[src/rtl/rw_txn_scheduler_pkg.sv]
// rw_txn_pkg: shared types and default sizing for the read/write transaction
// scheduler (rw_txn_scheduler) and its round-robin picker (rw_rr_arb2).
package rw_txn_pkg;

    // Scheduler sequencing states
    typedef enum logic [2:0] {
        IDLE = 3'd0,
        ARB  = 3'd1,
        WR   = 3'd2,
        RD   = 3'd3,
        GAP  = 3'd4,
        DONE = 3'd5
    } state_t;

    // Which requester was served most recently
    typedef enum logic {
        SIDE_WR = 1'b0,
        SIDE_RD = 1'b1
    } side_t;

    localparam int DEF_NUM_TXN    = 5;
    localparam int DEF_RD_LEN     = 2;
    localparam int DEF_GAP_CYCLES = 1;

endpackage

[src/rtl/rw_txn_scheduler_rr_arb2.sv]
// rw_rr_arb2: two-way round-robin picker for the write and read requesters.
// On a tie the side that was not served last wins; after reset the read side
// counts as last served, so the write side wins the very first tie.
module rw_rr_arb2
    import rw_txn_pkg::*;
(
    input  logic clk,
    input  logic rst,
    input  logic wr_elig,
    input  logic rd_elig,
    input  logic advance,
    output logic pick_wr,
    output logic pick_rd
);

    side_t last_grant_r;

    // Choose a side from the eligible set, alternating on a tie
    always_comb begin
        pick_wr = 1'b0;
        pick_rd = 1'b0;
        if (wr_elig && rd_elig) begin
            if (last_grant_r == SIDE_RD) begin
                pick_wr = 1'b1;
            end else begin
                pick_rd = 1'b1;
            end
        end else begin
            pick_wr = wr_elig;
            pick_rd = rd_elig;
        end
    end

    // Remember the side granted when the scheduler commits to a pick
    always_ff @(posedge clk or posedge rst) begin
        if (rst) begin
            last_grant_r <= SIDE_RD;
        end else if (advance && pick_wr) begin
            last_grant_r <= SIDE_WR;
        end else if (advance && pick_rd) begin
            last_grant_r <= SIDE_RD;
        end else begin
            last_grant_r <= last_grant_r;
        end
    end

endmodule

[src/rtl/rw_txn_scheduler.sv]
// rw_txn_scheduler: runs one session of NUM_TXN writes and NUM_TXN reads onto
// a shared wr/rd port pair, arbitrating fairly between the two requesters.
// Each write strobe is one cycle, each read strobe RD_LEN cycles, and every
// strobe is followed by GAP_CYCLES idle cycles. All outputs are flops.
// Optional build macro RW_TXN_SCHEDULER_SVA_EN compiles embedded protocol
// assertions; behaviour is identical with or without it.
module rw_txn_scheduler
    import rw_txn_pkg::*;
#(
    parameter int  NUM_TXN    = DEF_NUM_TXN,
    parameter int  RD_LEN     = DEF_RD_LEN,
    parameter int  GAP_CYCLES = DEF_GAP_CYCLES,
    localparam int CW         = $clog2(NUM_TXN + 1)
) (
    input  logic          clk,
    input  logic          rst,
    input  logic          start,
    input  logic          wr_req,
    input  logic          rd_req,
    output logic          wr,
    output logic          rd,
    output logic          wr_gnt,
    output logic          rd_gnt,
    output logic [CW-1:0] wr_cnt,
    output logic [CW-1:0] rd_cnt,
    output logic          busy,
    output logic          done
);

    // Shared down-counter for read length and idle gap
    localparam int LMAX = (RD_LEN > GAP_CYCLES) ? RD_LEN : GAP_CYCLES;
    localparam int LW   = $clog2(LMAX + 1);

    state_t        state_r;
    logic [CW-1:0] wr_cnt_r;
    logic [CW-1:0] rd_cnt_r;
    logic [LW-1:0] len_r;
    logic          wr_r;
    logic          rd_r;
    logic          wr_gnt_r;
    logic          rd_gnt_r;
    logic          busy_r;
    logic          done_r;

    logic          wr_elig_s;
    logic          rd_elig_s;
    logic          all_done_s;
    logic          advance_s;
    logic          pick_wr_s;
    logic          pick_rd_s;

    // Eligibility: an exhausted side is never offered to the picker
    always_comb begin
        wr_elig_s  = wr_req && (wr_cnt_r < CW'(NUM_TXN));
        rd_elig_s  = rd_req && (rd_cnt_r < CW'(NUM_TXN));
        all_done_s = (wr_cnt_r == CW'(NUM_TXN)) && (rd_cnt_r == CW'(NUM_TXN));
        advance_s  = (state_r == ARB) && !all_done_s;
    end

    rw_rr_arb2 u_arb (
        .clk     (clk),
        .rst     (rst),
        .wr_elig (wr_elig_s),
        .rd_elig (rd_elig_s),
        .advance (advance_s),
        .pick_wr (pick_wr_s),
        .pick_rd (pick_rd_s)
    );

    // Session FSM; strobe, grant and status flops are set on entry to a state
    always_ff @(posedge clk or posedge rst) begin
        if (rst) begin
            state_r  <= IDLE;
            wr_cnt_r <= '0;
            rd_cnt_r <= '0;
            len_r    <= '0;
            wr_r     <= 1'b0;
            rd_r     <= 1'b0;
            wr_gnt_r <= 1'b0;
            rd_gnt_r <= 1'b0;
            busy_r   <= 1'b0;
            done_r   <= 1'b0;
        end else begin
            wr_r     <= 1'b0;
            rd_r     <= 1'b0;
            wr_gnt_r <= 1'b0;
            rd_gnt_r <= 1'b0;
            done_r   <= 1'b0;
            case (state_r)
                IDLE: begin
                    if (start) begin
                        state_r  <= ARB;
                        wr_cnt_r <= '0;
                        rd_cnt_r <= '0;
                        busy_r   <= 1'b1;
                    end else begin
                        state_r  <= IDLE;
                    end
                end
                ARB: begin
                    if (all_done_s) begin
                        state_r <= DONE;
                        busy_r  <= 1'b0;
                        done_r  <= 1'b1;
                    end else if (pick_wr_s) begin
                        state_r  <= WR;
                        wr_r     <= 1'b1;
                        wr_gnt_r <= 1'b1;
                    end else if (pick_rd_s) begin
                        state_r  <= RD;
                        rd_r     <= 1'b1;
                        rd_gnt_r <= 1'b1;
                        len_r    <= LW'(RD_LEN - 1);
                    end else begin
                        state_r  <= ARB;
                    end
                end
                WR: begin
                    state_r  <= GAP;
                    wr_cnt_r <= wr_cnt_r + CW'(1);
                    len_r    <= LW'(GAP_CYCLES - 1);
                end
                RD: begin
                    if (len_r == LW'(0)) begin
                        state_r  <= GAP;
                        rd_cnt_r <= rd_cnt_r + CW'(1);
                        len_r    <= LW'(GAP_CYCLES - 1);
                    end else begin
                        rd_r     <= 1'b1;
                        len_r    <= len_r - LW'(1);
                    end
                end
                GAP: begin
                    if (len_r == LW'(0)) begin
                        state_r <= ARB;
                    end else begin
                        len_r   <= len_r - LW'(1);
                    end
                end
                DONE: begin
                    state_r <= IDLE;
                end
                default: begin
                    state_r <= IDLE;
                    busy_r  <= 1'b0;
                end
            endcase
        end
    end

    assign wr     = wr_r;
    assign rd     = rd_r;
    assign wr_gnt = wr_gnt_r;
    assign rd_gnt = rd_gnt_r;
    assign wr_cnt = wr_cnt_r;
    assign rd_cnt = rd_cnt_r;
    assign busy   = busy_r;
    assign done   = done_r;

`ifdef RW_TXN_SCHEDULER_SVA_EN
    a_rd_len: assert property (@(posedge clk) disable iff (rst)
        $rose(rd) |-> rd[*RD_LEN] ##1 !rd);
    a_no_overlap: assert property (@(posedge clk) disable iff (rst)
        !(wr && rd));
    a_all_writes: assert property (@(posedge clk) disable iff (rst)
        $rose(busy) |-> $rose(wr)[->NUM_TXN]);
    a_done_counts: assert property (@(posedge clk) disable iff (rst)
        done |-> (wr_cnt == CW'(NUM_TXN)) && (rd_cnt == CW'(NUM_TXN)));
    a_gnt_onehot: assert property (@(posedge clk) disable iff (rst)
        $onehot0({wr_gnt, rd_gnt}));
`endif

endmodule

[config.mk]
export PLATFORM = sky130hd
export DESIGN_NAME = rw_txn_scheduler
export DESIGN_NICKNAME = d
export VERILOG_FILES = /design/src/rtl/rw_txn_scheduler_pkg.sv /design/src/rtl/rw_txn_scheduler_rr_arb2.sv /design/src/rtl/rw_txn_scheduler.sv
export SDC_FILE = /design/constraint.sdc
export NUM_CORES = 1
export LEC_CHECK = 0
export CELL_PAD_IN_SITES_DETAIL_PLACEMENT = 1
export CELL_PAD_IN_SITES_GLOBAL_PLACEMENT = 1
export CORE_AREA = 2 2 55 57
export DETAILED_ROUTE_END_ITERATION = 6
export DIE_AREA = 0 0 57 59
export GPL_TIMING_DRIVEN = 0
export HOLD_SLACK_MARGIN = 0.06
export MAX_ROUTING_LAYER = met4
export PLACE_DENSITY_LB_ADDON = 0.08
export SLEW_MARGIN = 10
export SYNTH_ARGS = -nofsm -noshare
export SYNTH_HDL_FRONTEND = slang
export SYNTH_SLANG_ARGS = --single-unit
[constraint.sdc]
create_clock -name clk -period 2.4 [get_ports clk]
set_input_delay 0.36 -clock clk [delete_from_list [all_inputs] [get_ports clk]]
set_output_delay 0.36 -clock clk [all_outputs]
set_load 0.05 [all_outputs]
-- Yosys cells after proc, flatten, opt, wreduce, memory -nomap -nowiden
Cells that the tools add are included.
- reductions and logical operators: 20
- mux-type cells: 37
- add/sub/neg operators: 3
- bitwise gates (word level): 1
- equal/unequal tests: 15
- order comparisons: 2
- operators with widths (operator ; number):
    1-bit two-way mux ; 19
    3-bit two-way mux ; 5
    3-bit case mux with 5 select lines ; 1
    2-bit two-way mux ; 7
    2-bit != test, second input constant ; 7
    3-bit equality test, second input constant ; 4
    3-bit case mux with 2 select lines ; 2
    2-bit case mux with 4 select lines ; 1
    1-bit logical AND ; 7
    3-bit by 1-bit adder with 3-bit output, second input constant ; 2
    3-bit by 2-bit equality test with 1-bit output, second input constant ; 2
    3-bit less-than comparator, second input constant ; 2
    3-bit AND reduction ; 2
    2-bit nonzero test ; 3
    5-bit AND reduction ; 1
    2-bit AND reduction ; 2
    4-bit nonzero test ; 1
    4-bit OR reduction ; 1
    3-bit by 1-bit equality test with 1-bit output, second input constant ; 1
    3-bit logical NOT ; 1
    1-bit case mux with 3 select lines ; 1
    2-bit logical NOT ; 1
    2-bit by 1-bit != test with 1-bit output, second input constant ; 1
    1-bit case mux with 2 select lines ; 1
    other kinds (3) ; 3
- output and inout bits: 12
- register bits after elaboration: 17
- bits of input ports: 5
- logic and storage cells: 88

-- Depth between registers and ports, before layout
- word-level depth: 8
- depth in mapped cells: 7
- depth with buffers taken out: 6

-- Modules after synthesis
From an unflattened synthesis, not the netlist that was laid out.
- cell total of the unflattened synthesis: 116
- area total of the unflattened synthesis: 1063.5 um^2
- by module, submodules not included (module ; sequential area each (um^2) ; cells an instance ; area each (um^2) ; instances):
    rw_txn_scheduler ; 400.4 ; 109 ; 1003.5 ; 1
    rw_rr_arb2 ; 26.3 ; 7 ; 60.1 ; 1

-- Worst setup path after synthesis
Ideal clock, no wire load.
- kind: reg2reg
- from: reg wr_cnt_r[1] (netlist: wr_cnt[1])
- to: reg len_r[0]
- cell stages (with the launch flop): 7
- path buffers: 0
- clock period less this slack: 1922 ps
- arrival: 1794 ps
- slack: 478 ps
- library setup time: 128 ps
- data required time: 2272 ps
- cells stage by stage: dfrtp_1 -> inv_1 -> ha_1 -> nand4_1 -> a31oi_1 -> a311oi_2 -> mux2_1
- word-level cells in the longest chain between the ends: 6
- elaborated cells between the ends (all ways): 11
- those cells by class: order compare (1); eq/ne (4); mux (2); reduce/logical (4)
- ends and longest elaborated chain (element ; RTL line ; text):
    from (decl) ; rw_txn_scheduler.sv:35 ; logic [CW-1:0] wr_cnt_r;
    from (signal assigned) ; rw_txn_scheduler.sv:120 ; wr_cnt_r <= wr_cnt_r + CW'(1);
    3-bit less-than comparator ; rw_txn_scheduler.sv:54 ; wr_elig_s = wr_req && (wr_cnt_r < CW'(NUM_TXN));
    1-bit logical AND ; rw_txn_scheduler.sv:54 ;
    1-bit logical AND ; rw_txn_scheduler_rr_arb2.sv:22 ; if (wr_elig && rd_elig) begin
    1-bit two-way mux ; rw_txn_scheduler_rr_arb2.sv:22 ;
    2-bit != test (no source line) / 2-bit by 1-bit != test with 1-bit output (equally long branches) ; - ;
    5-bit AND reduction (no source line) (*) ; - ;
    to (signal assigned) ; rw_txn_scheduler.sv:113 ; len_r <= LW'(RD_LEN - 1);
    to (signal assigned) ; rw_txn_scheduler.sv:121 ; len_r <= LW'(GAP_CYCLES - 1);
    to (signal assigned) ; rw_txn_scheduler.sv:127 ; len_r <= LW'(GAP_CYCLES - 1);
    to (decl) ; rw_txn_scheduler.sv:37 ; logic [LW-1:0] len_r;
Every way passes the cells marked *; elsewhere a longest branch is shown, timed or not.
A chain may end at the register's enable or synchronous reset.

-- Worst setup path after layout
- from: reg state_r[2]
- to: reg len_r[1]
- word-level cells in the longest chain between the ends: 3
- elaborated cells between the ends (all ways): 11
- those cells by class: eq/ne (8); mux (1); reduce/logical (2)
- ends and longest elaborated chain (element ; RTL line ; text):
    from (decl) ; rw_txn_scheduler.sv:34 ; state_t state_r;
    from (signal assigned) ; rw_txn_scheduler.sv:73 ; state_r <= IDLE;
    from (signal assigned) ; rw_txn_scheduler.sv:92 ; state_r <= ARB;
    from (signal assigned) ; rw_txn_scheduler.sv:97 ; state_r <= IDLE;
    3-bit equality test, or another cell as far along ; rw_txn_scheduler.sv:89 ; case (state_r)
    2-bit != test (no source line), or another cell as far along ; - ;
    5-bit AND reduction (no source line) ; - ;
Parallel ways exist; a longest one is shown, timed or not.

==> flow_summary.json <==
{
  "fmax_mhz": 492,
  "tightest_slew_ns": 0.672,
  "syn_area_um2": 1020,
  "netlist.area_leader.share_pct": 39.1,
  "status": "completed",
  "slew_headroom_pct": 55.2,
  "cts_root_buf": "clkbuf_4",
  "hold_buffers": 0,
  "clock_sinks": 17,
  "swShare_pct": 47.9,
  "routedWlPerCell_um": 14.8,
  "io_buffers": 16,
  "min_period_over_period_pct": 84.8,
  "place_ws_ns": 0.362,
  "yosys-top-cells-area": "dfrtp_1 39%, ha_1 11%, o21ai_0 6.8%, nand2_1 4.0%, inv_1 3.7%",
  "ctsResizeCount": 0,
  "seqPwrFrac_pct": 31.9,
  "num_antenna_cells": 0,
  "max_stage_delay_ns": 0.46,
  "hpwl_um": 1840,
  "antenna_left": 0,
  "r2r_start": "state_r[2]",
  "design.die.area_um2": 3360,
  "drt_iter0_markers": 29,
  "pwr-share-comb_pct": 57.3,
  "drc": 0,
  "crit_fanout": 10,
  "vias": 894,
  "crit_slowest_cell": "dfrtp_1",
  "initial_utilization_pct": 37.8,
  "cts_setup_buffers": 0,
  "synthArstFlopShare_pct": 100,
  "worstSetupStartpointType": "flop",
  "routed_wl_um": 2390,
  "cp.required_ns": 2.60,
  "power.internal_mw": 0.790,
  "tritoncts.num_buffers": 3,
  "synth_most_common_cell": "dfrtp_1",
  "hp-class": "input pin to asynchronous set/reset pin",
  "crit_type": "flop to flop",
  "peakVddDrop_uv": 510,
  "syn2layout_area_growth_pct": 22.0,
  "crit_path_cell_trace": "buf_2, inv_1, ha_1, nand3b_1, o211ai_1, a311oi_2, mux2_1",
  "rsz0062_at_grt": "no",
  "track_usage_pct": 16.8,
  "fin_nets": 145,
  "p_total_mw": 1.52,
  "finalMaxSlewViolations": 0,
  "die_h_um": 59,
  "coreArea_um2": 2710,
  "hold_viol": 0,
  "ys_ff_latch": 17,
  "finalClockSkew_ns": 0.0128,
  "power.leakage_nw": 0.545,
  "h-tree-depth": 1,
  "ios": 17,
  "place_congestion": 0.771,
  "reg2reg_depth": 7,
  "cts_tree": "built",
  "netlist_top_cells_count": "16 x dfrtp_1, 14 x o21ai_0, 11 x nand2_1",
  "clk_path_buf_depth": 2,
  "cap_violations": 0,
  "syn_inst": 110,
  "viasPerCell": 5.55,
  "clkSlewWorstSetupHoldPaths_ns": 0.11,
  "synth_top_area_cell": "dfrtp_1",
  "cp-end-kind": "flop",
  "arrival_ns": 2.23,
  "ys_seq_area_share_pct": 41.7,
  "synth_cell_type_count": 32,
  "grt_pass1_wl_um": 4240,
  "rrSetupSlack_ns": 0.37,
  "clk_latency_ns": 0.30,
  "antenna_found_initial": 0,
  "power_density_nw_per_um2": 1210,
  "die_w_um": 57,
  "syn_area_per_cell_um2": 9.30,
  "synth_nets": 124,
  "dr.pass1.iters": 4,
  "setup_tns_ns": 0,
  "ys_warn_count": 0,
  "grt_pass1_vias": 935,
  "synth_edf_count": 0,
  "p_sw_mw": 0.726,
  "reg2reg_to": "len_r[1]",
  "drive_gt1_share_pct": 8.46,
  "grt-ovfl-total": 0,
  "finalCriticalPeriod_ns": 2.03,
  "num_rows": 19,
  "grt_max_degree": 18,
  "finalSetupViolations": 0,
  "clkPwrFrac_pct": 10.8,
  "synth_ff_type": "dfrtp_1",
  "fin_ws_ns": 0.365
}
[flip-flops by register name (all words and copies together), names as in the netlist, 2 cells and up]
signal and cells:
rd_cnt 3, state_r 3, wr_cnt 3, len_r 2
[final cells by class]
cell class | count | area, µm²
plain buffers | 4 | 22.5
clock buffers | 4 | 26.3
fillers | 337 | 1460
inverters | 10 | 37.5
multi-input cells | 79 | 537
flip-flops and latches | 17 | 427
well taps | 31 | 38.8
repair buffers | 16 | 160
[layer usage]
metal	vias up	wire length (µm)	global-route usage, %
met2	19	1100	26.6
met5	-	0	-
met4	0	53	8.31
li1	429	-	-
met1	439	1160	21.2
met3	7	83	2.62
[how the worst max path moves through the flow]
stage	start	to	slack [ns]
final	state_r[2]	len_r[1]	0.37
after global routing	state_r[2]	len_r[0]	0.23
after CTS	state_r[2]	len_r[0]	0.34
after detailed placement	state_r[2]	len_r[1]	0.36
after global placement	state_r[2]	len_r[0]	0.40
after floorplan	wr_cnt[1]	len_r[0]	0.48
[kinds of logic (layout without fill, tap and decap cells)]
family / Yosys count / after routing / synth area share (%)
xor+xnor: 1 / 1 / 0.856
buf+inv: 14 / 34 / 5.87
fa+ha+maj: 9 / 9 / 11.0
flops: 17 / 17 / 41.7
simple gates: 36 / 36 / 18.5
mux: 2 / 2 / 2.20
compound gates: 31 / 31 / 19.9
[placed cells by master, fill, tap and decap left out, drive strengths merged, types with 2 or more instances in the layout]
master	count
a21oi	3
a22o	2
a31oi	2
and2	3
buf	4
clkbuf	4
clkdlybuf4s50	16
dfrtp	16
ha	9
inv	10
mux2	2
nand2	11
nand3	5
nand4	3
nor2	8
o21ai	15
o31ai	2
[stage by stage]
step / hold slack (ns) / cells / cell area (µm²) / util (%)
after floorplan: 0.285 / 110 / 1020 / -
after global placement: 0.504 / 157 / 1220 / 45.1
after detailed placement: 0.533 / 157 / 1220 / 45.1
after CTS: 0.483 / 161 / 1250 / 46.1
after global routing: 0.508 / 161 / 1250 / 46.1
final: 0.444 / 161 / 1250 / 46.1
[power by group through the flow]
| stage | clock [mW] | sequential, mW | combinational (mW) |
|---|---|---|---|
| global route | 0.179 | 0.503 | 0.966 |
| finish | 0.163 | 0.484 | 0.868 |
| floorplan | 0 | 0.616 | 0.497 |
| CTS | 0.165 | 0.486 | 0.879 |
| global placement | 0 | 0.482 | 0.855 |
| detailed placement | 0 | 0.492 | 0.875 |
[critical path: cells and delay by family, from the launching register on]
| kind | cells | cell delay, ns |
|---|---|---|
| flip-flops | 1 | 0.46 |
| buffers and inverters | 2 | 0.30 |
| AND/OR/NAND/NOR | 1 | 0.13 |
| AO/OA/AOI/OAI | 2 | 0.47 |
| adder cells (fa/ha/maj) | 1 | 0.22 |
| multiplexers | 1 | 0.36 |
Power figures use the tool's default switching activity.
